`config.mk`:
```
export PLATFORM = sky130hd
export DESIGN_NAME = tt_serdes_flat
export DESIGN_NICKNAME = d
export VERILOG_FILES = /design/src/rtl/tt_serdes_if.sv /design/src/rtl/tt_serdes.sv /design/src/flat_wrapper.sv
export SDC_FILE = /design/constraint.sdc
export NUM_CORES = 1
export LEC_CHECK = 0
export BUFFER_PORTS_ARGS = -buffer_cell sky130_fd_sc_hd__buf_2
export CAP_MARGIN = 40
export CORE_UTILIZATION = 35
export CTS_CLUSTER_DIAMETER = 80
export DETAILED_ROUTE_END_ITERATION = 10
export PLACE_DENSITY = 0.56
export SKIP_CTS_REPAIR_TIMING = 1
export SYNTH_ARGS = -nofsm -noshare
export SYNTH_HDL_FRONTEND = slang
export SYNTH_SLANG_ARGS = --single-unit
```
`constraint.sdc`:
```
create_clock -name clk -period 5.5 [get_ports clk]
set_clock_uncertainty 0.15 [all_clocks]
set_input_delay 0.55 -clock clk [delete_from_list [all_inputs] [get_ports clk]]
set_output_delay 0.55 -clock clk [all_outputs]
set_load 0.03 [all_outputs]
```
`src/rtl/tt_serdes_if.sv`:
```
// Console TT serial core bundle: transmit and receive handshakes,
// baud enables and the serial pins.
interface tt_serdes_if;
    logic       tx_clk;
    logic       tx_req;
    logic [7:0] tx_data;
    logic       tx_ack;
    logic       tx_empty;
    logic       tx_out;
    logic       rx_clk;
    logic       rx_in;
    logic       rx_req;
    logic       rx_ack;
    logic [7:0] rx_data;
    logic       rx_empty;
    logic       rx_ferr;

    modport slave (
        input  tx_clk, tx_req, tx_data,
        input  rx_clk, rx_in, rx_req,
        output tx_ack, tx_empty, tx_out,
        output rx_ack, rx_data, rx_empty, rx_ferr
    );

    modport master (
        output tx_clk, tx_req, tx_data,
        output rx_clk, rx_in, rx_req,
        input  tx_ack, tx_empty, tx_out,
        input  rx_ack, rx_data, rx_empty, rx_ferr
    );
endinterface

```
`src/rtl/tt_serdes.sv`:
```
// 8N1 serial transmitter/receiver for the console TT device,
// driven by 1x (tx) and oversampled (rx) baud enables.
module tt_serdes #(
    parameter int OVERSAMPLE = 16,
    parameter int STOP_BITS  = 1
) (
    input  logic        clk,
    input  logic        reset,
    tt_serdes_if.slave  bus
);

    localparam int CW = $clog2(OVERSAMPLE);
    localparam logic [CW-1:0] HALF_M1 = CW'(OVERSAMPLE / 2 - 1);
    localparam logic [CW-1:0] FULL_M1 = CW'(OVERSAMPLE - 1);

    typedef enum logic [1:0] {
        IDLE,
        START,
        DATA,
        STOP
    } state_e;

    state_e     tx_state_q, tx_state_d;
    logic [7:0] tx_shift_q, tx_shift_d;
    logic [2:0] tx_bit_q, tx_bit_d;
    logic       tx_out_q, tx_out_d;
    logic       tx_ack_q, tx_ack_d;
    logic       tx_pend_q, tx_pend_d;
    logic       tx_tail_q, tx_tail_d;
    logic       tx_empty_q, tx_empty_d;

    // The last stop period is spent in IDLE (tail) so a queued
    // character can start right at the end of the stop bit.
    always_comb begin
        tx_state_d = tx_state_q;
        tx_shift_d = tx_shift_q;
        tx_bit_d   = tx_bit_q;
        tx_out_d   = tx_out_q;
        tx_pend_d  = tx_pend_q;
        tx_tail_d  = tx_tail_q;
        tx_ack_d   = tx_ack_q & bus.tx_req;
        unique case (tx_state_q)
            IDLE: begin
                if (bus.tx_clk) begin
                    tx_tail_d = 1'b0;
                end
                if (tx_pend_q) begin
                    if (bus.tx_clk) begin
                        tx_state_d = START;
                        tx_out_d   = 1'b0;
                        tx_pend_d  = 1'b0;
                    end
                end else if (bus.tx_req && !tx_ack_q) begin
                    tx_shift_d = bus.tx_data;
                    tx_pend_d  = 1'b1;
                    tx_ack_d   = 1'b1;
                end
            end
            START: begin
                if (bus.tx_clk) begin
                    tx_state_d = DATA;
                    tx_out_d   = tx_shift_q[0];
                    tx_shift_d = {1'b0, tx_shift_q[7:1]};
                    tx_bit_d   = 3'd0;
                end
            end
            DATA: begin
                if (bus.tx_clk) begin
                    if (tx_bit_q == 3'd7) begin
                        tx_out_d = 1'b1;
                        if (STOP_BITS > 1) begin
                            tx_state_d = STOP;
                        end else begin
                            tx_state_d = IDLE;
                            tx_tail_d  = 1'b1;
                        end
                    end else begin
                        tx_bit_d   = tx_bit_q + 3'd1;
                        tx_out_d   = tx_shift_q[0];
                        tx_shift_d = {1'b0, tx_shift_q[7:1]};
                    end
                end
            end
            STOP: begin
                if (bus.tx_clk) begin
                    tx_state_d = IDLE;
                    tx_tail_d  = 1'b1;
                end
            end
            default: tx_state_d = IDLE;
        endcase
        tx_empty_d = (tx_state_d == IDLE) && !tx_pend_d
                     && !tx_tail_d && !tx_ack_d;
    end

    always_ff @(posedge clk) begin
        if (reset) begin
            tx_state_q <= IDLE;
            tx_shift_q <= 8'd0;
            tx_bit_q   <= 3'd0;
            tx_out_q   <= 1'b1;
            tx_ack_q   <= 1'b0;
            tx_pend_q  <= 1'b0;
            tx_tail_q  <= 1'b0;
            tx_empty_q <= 1'b1;
        end else begin
            tx_state_q <= tx_state_d;
            tx_shift_q <= tx_shift_d;
            tx_bit_q   <= tx_bit_d;
            tx_out_q   <= tx_out_d;
            tx_ack_q   <= tx_ack_d;
            tx_pend_q  <= tx_pend_d;
            tx_tail_q  <= tx_tail_d;
            tx_empty_q <= tx_empty_d;
        end
    end

    logic          rx_s1_q, rx_s2_q;
    logic          rx_prev_q, rx_prev_d;
    state_e        rx_state_q, rx_state_d;
    logic [CW-1:0] rx_tick_q, rx_tick_d;
    logic [2:0]    rx_bit_q, rx_bit_d;
    logic [7:0]    rx_shift_q, rx_shift_d;
    logic [7:0]    rx_hold_q, rx_hold_d;
    logic [7:0]    rx_data_q, rx_data_d;
    logic          rx_empty_q, rx_empty_d;
    logic          rx_ack_q, rx_ack_d;
    logic          rx_ferr_q, rx_ferr_d;
    logic          rx_char_ok;
    logic          rx_ack_fire;

    always_comb begin
        rx_state_d = rx_state_q;
        rx_tick_d  = rx_tick_q;
        rx_bit_d   = rx_bit_q;
        rx_shift_d = rx_shift_q;
        rx_prev_d  = bus.rx_clk ? rx_s2_q : rx_prev_q;
        rx_ferr_d  = 1'b0;
        rx_char_ok = 1'b0;
        if (bus.rx_clk) begin
            unique case (rx_state_q)
                IDLE: begin
                    if (rx_prev_q && !rx_s2_q) begin
                        rx_state_d = START;
                        rx_tick_d  = '0;
                    end
                end
                START: begin
                    if (rx_tick_q == HALF_M1) begin
                        if (rx_s2_q) begin
                            rx_state_d = IDLE;
                        end else begin
                            rx_state_d = DATA;
                            rx_tick_d  = '0;
                            rx_bit_d   = 3'd0;
                        end
                    end else begin
                        rx_tick_d = rx_tick_q + CW'(1);
                    end
                end
                DATA: begin
                    if (rx_tick_q == FULL_M1) begin
                        rx_tick_d  = '0;
                        rx_shift_d = {rx_s2_q, rx_shift_q[7:1]};
                        if (rx_bit_q == 3'd7) begin
                            rx_state_d = STOP;
                        end else begin
                            rx_bit_d = rx_bit_q + 3'd1;
                        end
                    end else begin
                        rx_tick_d = rx_tick_q + CW'(1);
                    end
                end
                STOP: begin
                    if (rx_tick_q == FULL_M1) begin
                        rx_state_d = IDLE;
                        rx_char_ok = rx_s2_q;
                        rx_ferr_d  = !rx_s2_q;
                    end else begin
                        rx_tick_d = rx_tick_q + CW'(1);
                    end
                end
                default: rx_state_d = IDLE;
            endcase
        end
    end

    // An ack frees the hold register on the same edge, so a character
    // completing then still lands instead of being dropped.
    always_comb begin
        rx_hold_d   = rx_hold_q;
        rx_data_d   = rx_data_q;
        rx_empty_d  = rx_empty_q;
        rx_ack_fire = bus.rx_req && !rx_empty_q && !rx_ack_q;
        rx_ack_d    = rx_ack_q ? bus.rx_req : rx_ack_fire;
        if (rx_ack_fire) begin
            rx_data_d  = rx_hold_q;
            rx_empty_d = 1'b1;
        end
        if (rx_char_ok && (rx_empty_q || rx_ack_fire)) begin
            rx_hold_d  = rx_shift_q;
            rx_empty_d = 1'b0;
        end
    end

    always_ff @(posedge clk) begin
        if (reset) begin
            rx_s1_q    <= 1'b1;
            rx_s2_q    <= 1'b1;
            rx_prev_q  <= 1'b1;
            rx_state_q <= IDLE;
            rx_tick_q  <= '0;
            rx_bit_q   <= 3'd0;
            rx_shift_q <= 8'd0;
            rx_hold_q  <= 8'd0;
            rx_data_q  <= 8'd0;
            rx_empty_q <= 1'b1;
            rx_ack_q   <= 1'b0;
            rx_ferr_q  <= 1'b0;
        end else begin
            rx_s1_q    <= bus.rx_in;
            rx_s2_q    <= rx_s1_q;
            rx_prev_q  <= rx_prev_d;
            rx_state_q <= rx_state_d;
            rx_tick_q  <= rx_tick_d;
            rx_bit_q   <= rx_bit_d;
            rx_shift_q <= rx_shift_d;
            rx_hold_q  <= rx_hold_d;
            rx_data_q  <= rx_data_d;
            rx_empty_q <= rx_empty_d;
            rx_ack_q   <= rx_ack_d;
            rx_ferr_q  <= rx_ferr_d;
        end
    end

    assign bus.tx_ack   = tx_ack_q;
    assign bus.tx_empty = tx_empty_q;
    assign bus.tx_out   = tx_out_q;
    assign bus.rx_ack   = rx_ack_q;
    assign bus.rx_data  = rx_data_q;
    assign bus.rx_empty = rx_empty_q;
    assign bus.rx_ferr  = rx_ferr_q;

endmodule

```
`src/flat_wrapper.sv`:
```
// flat-port wrapper written by rule: the top's interface ports become plain ports
module tt_serdes_flat 
#(
    parameter int OVERSAMPLE = 16,
    parameter int STOP_BITS  = 1
)
  (clk, reset, bus_tx_clk, bus_tx_req, bus_tx_data, bus_rx_clk, bus_rx_in, bus_rx_req, bus_tx_ack, bus_tx_empty, bus_tx_out, bus_rx_ack, bus_rx_data, bus_rx_empty, bus_rx_ferr);
  tt_serdes_if bus_i ();
  input  logic clk;
  input  logic reset;
  input wire logic [$bits(bus_i.tx_clk)-1:0] bus_tx_clk;
  input wire logic [$bits(bus_i.tx_req)-1:0] bus_tx_req;
  input wire logic [$bits(bus_i.tx_data)-1:0] bus_tx_data;
  input wire logic [$bits(bus_i.rx_clk)-1:0] bus_rx_clk;
  input wire logic [$bits(bus_i.rx_in)-1:0] bus_rx_in;
  input wire logic [$bits(bus_i.rx_req)-1:0] bus_rx_req;
  output wire logic [$bits(bus_i.tx_ack)-1:0] bus_tx_ack;
  output wire logic [$bits(bus_i.tx_empty)-1:0] bus_tx_empty;
  output wire logic [$bits(bus_i.tx_out)-1:0] bus_tx_out;
  output wire logic [$bits(bus_i.rx_ack)-1:0] bus_rx_ack;
  output wire logic [$bits(bus_i.rx_data)-1:0] bus_rx_data;
  output wire logic [$bits(bus_i.rx_empty)-1:0] bus_rx_empty;
  output wire logic [$bits(bus_i.rx_ferr)-1:0] bus_rx_ferr;
  assign bus_i.tx_clk = bus_tx_clk;
  assign bus_i.tx_req = bus_tx_req;
  assign bus_i.tx_data = bus_tx_data;
  assign bus_i.rx_clk = bus_rx_clk;
  assign bus_i.rx_in = bus_rx_in;
  assign bus_i.rx_req = bus_rx_req;
  assign bus_tx_ack = bus_i.tx_ack;
  assign bus_tx_empty = bus_i.tx_empty;
  assign bus_tx_out = bus_i.tx_out;
  assign bus_rx_ack = bus_i.rx_ack;
  assign bus_rx_data = bus_i.rx_data;
  assign bus_rx_empty = bus_i.rx_empty;
  assign bus_rx_ferr = bus_i.rx_ferr;
  tt_serdes #(.OVERSAMPLE(OVERSAMPLE), .STOP_BITS(STOP_BITS)) u_core (.clk(clk), .reset(reset), .bus(bus_i));
endmodule
```
==> results_dict.tcl, run 1 <==
set metrics [dict create \
    start_util_pct 36.5 \
    cp.buffers_inverters 1 \
    synth_top_cell_area_share_pct 42.9 \
    status "finished clean" \
    leakage_nw 1.32 \
    routed_wl_microns 5020 \
    synth_xor_area_share_pct 0 \
    dr_wl_met3_microns 143 \
    min_path_type "reg2reg" \
    yosysSeqAreaShare_pct 42.9 \
    synth_top_family_by_area "simple AND/OR/NAND/NOR gates" \
    grt_start_max_net_pins 55 \
    final_antenna_net_count 0 \
    drc 0 \
    critical_path_required_ns 5.57 \
    synthMuxAreaShare_pct 13.2 \
    synth_area_leaders "dfxtp_1, mux2i_1, ha_1, nor2_1, a21oi_1" \
    synth_area_sq_um 2660 \
    die_width_microns 89.2 \
    drv_slew 0 \
    design.portCount 29 \
    vias_per_cell 4.86 \
    grt_use_total_pct 14.7 \
    cts_sinks 57 \
    cts_max_level 3 \
    wl_met2_microns 2050 \
    clockBufferDepth 2 \
    crit_type "reg2reg" \
    yosys.area.top_type "dfxtp_1" \
    async_flop_share_pct 0 \
    max_freq_mhz 469 \
    nets 334 \
    grt-ovfl-total 0 \
    fin_util_pct 42.3 \
    vias 1989 \
    multi_input_area_sq_um 1410 \
    io_buffers 28 \
    fin_area_sq_um 3090 \
    worst-endpoint-arrival_ns 2.20 \
    ys_warn_count 0 \
    drt-pass1-iter-count 4 \
    fin_crit_sh_pct 38.7 \
    worst_pin_slew_ns 0.840 \
    p_comb_share_pct 7.4 \
    wl_met1_microns 2760 \
    switching_share_pct 23.0 \
    antenna_found_initial 0 \
    synth_cell_types 53 \
    antenna_cells 0 \
    worst_slack_ns 3.37 \
    top_layer_used "met4" \
    cts_buffers 9 \
    synth_compound_area_share_pct 15.4 \
    dieArea_sq_um 7960 \
    ys_ff_latch 57 \
    max_cap_viol_count 0 \
    die_y_microns 89.2 \
    tns_ns 0 \
    relSlewSlack_pct 43.9 \
    syn_area_per_cell_sq_um 9.47 \
    critPathCaptureType "register" \
    pwr-share-seq_pct 45.6 \
    gp_congestion 0.738 \
    layout_commonest_cell "dfxtp_1" \
    core_area_sq_um 7290 \
    netlist_instances 281 \
    dpl_cell_area_sq_um 2860 \
    critPathLaunchType "register" \
    final_cell_mix "dfxtp_1, nor2_1, mux2i_1" \
    path_clk_slew_ns 0.07 \
    cts-root-buf "clkbuf_8" \
    pre_cts_slack_ns 3.30 \
    cts_tree "yes" \
    synth_edf_count 0 \
    peakVddDrop_mv 0.106 \
    synthAdderAreaFrac_pct 6.58 \
    routedWlPerCell_microns 12.3 \
    place_hpwl_microns 3440 \
    cp_top_family "compound AO/OA/AOI/OAI gates" \
    final-setup-viol-count 0 \
    seqCellArea_sq_um 1140 \
    critical-path-max-stage-delay_ns 0.42 \
    syn_nets 310 \
    p_clk_share_pct 47.0 \
    switching_power_w 0.000218 \
    grt_first_pass_wirelength_microns 8970 \
    std_cell_rows 31 \
    detail_route.iter0.violations 87 \
    powerDensity_nw_per_um2 308 \
    path_max_fanout 10 \
    hold_viol 0 \
    min_period_ns 2.13 \
    first_global_vias 1934 \
    synthFlopType "dfxtp_1" \
    nFillCells 752 \
    cp_slowest_cell "dfxtp_1" \
    finalPower_w 0.000949 \
    syn_to_final_growth_pct 16.0 \
    rsz0062_at_grt "no" \
    insertion_delay_ns 0.33 \
    crit_chain "inv_1, ha_1, nor3_1, a211oi_2, a211o_1, a32o_1" \
    layout-drive-gt1-share_pct 16.8 \
    synthSimpleGateAreaFrac_pct 17.8 \
    p_int_w 0.000731 \
]
[cell usage after synthesis, types with 3 or more instances]
cell / n
a211oi_1: 7
a21oi_1: 12
and3_1: 4
buf_2: 6
clkbuf_1: 8
dfxtp_1: 57
ha_1: 14
inv_1: 10
mux2i_1: 35
nand2_1: 13
nand2b_1: 4
nand3_1: 5
nand3b_1: 3
nor2_1: 38
nor2b_1: 6
nor3_1: 5
o21ai_0: 7
[flip-flops by register name, summed over array words and instances (netlist names), 2 cells and up, named ones only]
| register | cells |
|---|---|
| u_core.bus.rx_data | 8 |
| u_core.rx_hold_q | 8 |
| u_core.rx_shift_q | 8 |
| u_core.tx_shift_q | 8 |
| u_core.rx_tick_q | 4 |
| u_core.rx_bit_q | 3 |
| u_core.tx_bit_q | 3 |
| u_core.tx_state_q | 2 |
[worst reg2reg max path, cell delays in order (launching register included)]
cell and delay (ns):
dfxtp_1 0.42, inv_1 0.11, ha_1 0.33, nor3_1 0.39, a211oi_2 0.11, a211o_1 0.27, a32o_1 0.24
[through the flow]
step                hold slack, ns  instances
finish                       0.253        409
global route                 0.249        409
CTS                          0.252        409
detailed placement           0.249        393
global placement             0.243        393
floorplan                    0.239        281
[power groups by stage]
stage               Clock (W)  Sequential [W]  Combinational (W)
finish               0.000446        0.000433          0.0000704
global route         0.000482        0.000435          0.0000810
CTS                  0.000459        0.000433          0.0000715
detailed placement          0        0.000442          0.0000714
global placement            0        0.000442          0.0000709
floorplan                   0        0.000444          0.0000506
[layer usage]
metal	vias to the layer above	global-route usage, %
met3	4	3.60
met5	-	0
met1	905	20.6
met2	26	20.8
met4	0	7.36
li1	1054	-
[worst paths after layout]
path                             start                  end  slack, ns  cells past startpoint
setup / recovery  u_core.rx_state_q[0]  u_core.rx_tick_q[3]       3.37                      6
hold / removal          u_core.rx_s1_q       u_core.rx_s2_q       0.25                      1
setup reg to reg  u_core.rx_state_q[0]  u_core.rx_tick_q[3]       3.37                      6
hold reg to reg         u_core.rx_s1_q       u_core.rx_s2_q       0.25                      1
[final cells by class]
type | count | share of cell area (%)
flip-flops and latches | 57 | 37.0
clock inverters | 5 | 2.51
inverters | 10 | 1.22
repair buffers | 29 | 4.78
multi-input cells | 198 | 45.6
well taps | 99 | 4.01
clock buffers | 11 | 4.90
[cells by family (layout without fill, tap and decap cells)]
group           after synthesis  count (layout)
simple gates                 93              93
flops                        57              57
compound gates               56              56
mux                          35              35
buf+inv                      26              55
fa+ha+maj                    14              14
No activity file was read; power rests on OpenSTA's default activity.
==> run 2: changes to the inputs <==
- ABC_AREA: not set -> 1
- PLACE_DENSITY: 0.56 -> 0.58
- clock period: 5.5 -> 1.8 ns (I/O delays scaled with it)
==> run 2 against run 1 <==
The flow now finishes with violations (negative hold slack); highest routed layer unchanged; routed wire length up 18%; total power rose to 3.0 times the previous value; cell count grew 26%; sequential share of layout area decreased by 2.0 points; core utilization up 2.1 points; register-to-register slack got worse by 3.2 ns; first-iteration DRC count shrank 20%; critical path depth increased by 2; non-clock buffer count grew 14.
==> results_dict.tcl, run 2 <==
set metrics [dict create \
    synthFlopType "dfxtp_1" \
    status "complete, but fails checks" \
    crit_chain "ha_2, nand2_2, nor2_4, nand2_4, nor2_8, nand2_2, nand2_1, a21oi_1" \
    r2r_start "u_core.rx_tick_q[1]" \
    nFillCells 784 \
    clockBufferDepth 2 \
    drc 0 \
    final_cell_mix "nand2_1, dfxtp_1, nor2_1" \
    die_width_microns 90.2 \
    dpl.cell_count 497 \
    max_freq_mhz 599 \
    leakage_nw 1.48 \
    grt_start_max_net_pins 30 \
    first_global_vias 2368 \
    multi_input_area_sq_um 1430 \
    holdWs_ns -0.0307 \
    worst_slack_ns 0.130 \
    critical-path-max-stage-delay_ns 0.37 \
    timing.rr.end "u_core.rx_hold_q[0]" \
    critPathLaunchType "register" \
    relSlewSlack_pct 73.3 \
    min_path_type "in2reg" \
    insertion_delay_ns 0.34 \
    routed_wl_microns 5940 \
    die_y_microns 90.2 \
    vias_per_cell 4.70 \
    reg2reg_depth 8 \
    fin_cells 517 \
    core_area_sq_um 7370 \
    place_hpwl_microns 4150 \
    async_flop_share_pct 0 \
    synth_top_cell_area_share_pct 41.9 \
    cp_slowest_cell "dfxtp_1" \
    layout_commonest_cell "nand2_1" \
    nets 442 \
    min_period_ns 1.67 \
    worst_pin_slew_ns 0.396 \
    detail_route.iter0.violations 70 \
    worst-endpoint-arrival_ns 1.74 \
    cpMostUsedCell "nand2_2" \
    layout-drive-gt1-share_pct 22.5 \
    worstHoldEndpoint "u_core.bus.tx_ack" \
    synthSimpleGateAreaFrac_pct 32.5 \
    powerDensity_nw_per_um2 873 \
    tns_ns 0 \
    hold_viol 1 \
    routedWlPerCell_microns 11.5 \
    dieArea_sq_um 8130 \
    final_antenna_net_count 0 \
    cts-root-buf "clkbuf_8" \
    synth_area_sq_um 2720 \
    drv_slew 0 \
    io_buffers 28 \
    std_cell_rows 31 \
    synth_area_leaders "dfxtp_1, nand2_1, nor2_1, ha_1, a21oi_1" \
    critPathCaptureType "register" \
    pre_cts_slack_ns 0.0264 \
    path_clk_slew_ns 0.07 \
    syn_to_final_growth_pct 20.4 \
    cts_buffers 9 \
    synth_compound_area_share_pct 10.5 \
    crit_type "reg2reg" \
    final-setup-viol-count 0 \
    synth_edf_count 0 \
    design.portCount 29 \
    syn_area_per_cell_sq_um 7.42 \
    drt-pass1-iter-count 4 \
    cts_max_level 3 \
    ys_warn_count 0 \
    synth_most_common_cell "nand2_1" \
    seqCellArea_sq_um 1150 \
    fin_util_pct 44.4 \
    synth_xor_area_share_pct 0 \
    cts_sinks 57 \
    start_util_pct 36.9 \
    syn_nets 396 \
    violations "negative hold slack" \
    netlist_instances 367 \
    synthTopCellsByCount "nand2_1, dfxtp_1, nor2_1, a21oi_1, nand3_1" \
    hp-start "bus_tx_req" \
    fin_crit_sh_pct 92.8 \
    synth_cell_types 31 \
    grt_use_total_pct 15.9 \
    r2r_slack_ns 0.13 \
    gp_congestion 0.858 \
    cts_tree "yes" \
    vias 2431 \
    antenna_found_initial 0 \
    synth_top_family_by_area "simple AND/OR/NAND/NOR gates" \
    critical_path_required_ns 1.87 \
    ys_ff_latch 57 \
    synthMuxAreaShare_pct 2.57 \
    min_path_cells 3 \
    yosys.area.top_type "dfxtp_1" \
    synthAdderAreaFrac_pct 6.44 \
    antenna_cells 0 \
    peakVddDrop_mv 0.449 \
    grt_first_pass_wirelength_microns 10400 \
    max_cap_viol_count 0 \
    path_max_fanout 9 \
    yosysSeqAreaShare_pct 41.9 \
    grt-ovfl-total 0 \
]
[run 2: cell count changes in the layout (fill, tap and decap cells not counted), moves of 5 or more]
cell,before,now
inv_1,10,19
a21oi_1,12,30
nor2b_1,6,0
nor2_1,38,47
a211oi_1,7,0
nor3_1,5,0
buf_4,1,12
nand2_1,13,99
mux2i_1,35,7
inv_2,0,13
nand3_1,5,26
o21ai_1,1,14
[run 2: final cells by class]
cell class,instances,share of cell area (%)
Multi-Input combinational cell,270,43.6
Sequential cell,57,35.0
Timing Repair Buffer,43,7.98
Clock buffer,9,3.78
Tap cell,99,3.78
Inverter,32,3.67
Clock inverter,7,2.18
[run 2: metrics by stage]
step	instance area, sq um	power, W
2_1_floorplan	2720	0.00159
3_3_place_gp	3020	0.00167
3_5_place_dp	3020	0.00168
4_1_cts	3220	0.00288
5_1_grt	3280	0.00300
6_report	3280	0.00286
[run 2: worst max path at each step]
stage	startpoint	end	cells after the start
2_1_floorplan	u_core.tx_state_q[1]	u_core.tx_shift_q[4]	11
3_3_place_gp	u_core.tx_state_q[0]	u_core.tx_shift_q[0]	11
3_5_place_dp	u_core.tx_state_q[0]	u_core.tx_shift_q[1]	11
4_1_cts	u_core.tx_state_q[0]	u_core.tx_shift_q[1]	11
5_1_grt	u_core.tx_bit_q[0]	u_core.tx_bit_q[2]	7
6_report	u_core.rx_tick_q[1]	u_core.rx_hold_q[0]	8
[run 2: cells by family after synthesis]
kind of cell / count (synthesis)
AO/OA/AOI/OAI: 53
buffers and inverters: 40
flip-flops: 57
AND/OR/NAND/NOR: 196
multiplexers: 7
adder cells (fa/ha/maj): 14
[run 2: critical path: cells and delay by family, from the launching register on]
family / cells / cell delay [ns]
AOI/OAI and AO/OA: 1 / 0.06
adders and majority gates: 1 / 0.23
DFF: 1 / 0.37
and+or+nand+nor: 6 / 0.73
[run 2: where the power goes]
| group | switching [W] | internal, W | total, W |
|---|---|---|---|
| Clock | 0.000569 | 0.000635 | 0.00120 |
| Sequential | 0.0000236 | 0.00131 | 0.00133 |
| Combinational | 0.000196 | 0.000128 | 0.000324 |
[run 2: per-layer routing]
layer	track usage (%)	share of wire, %	vias to the layer above
met5	0	0	-
met4	8.47	2.1	0
met3	3.64	3.1	10
met2	25.6	45	34
met1	19.6	50	1097
li1	-	-	1290
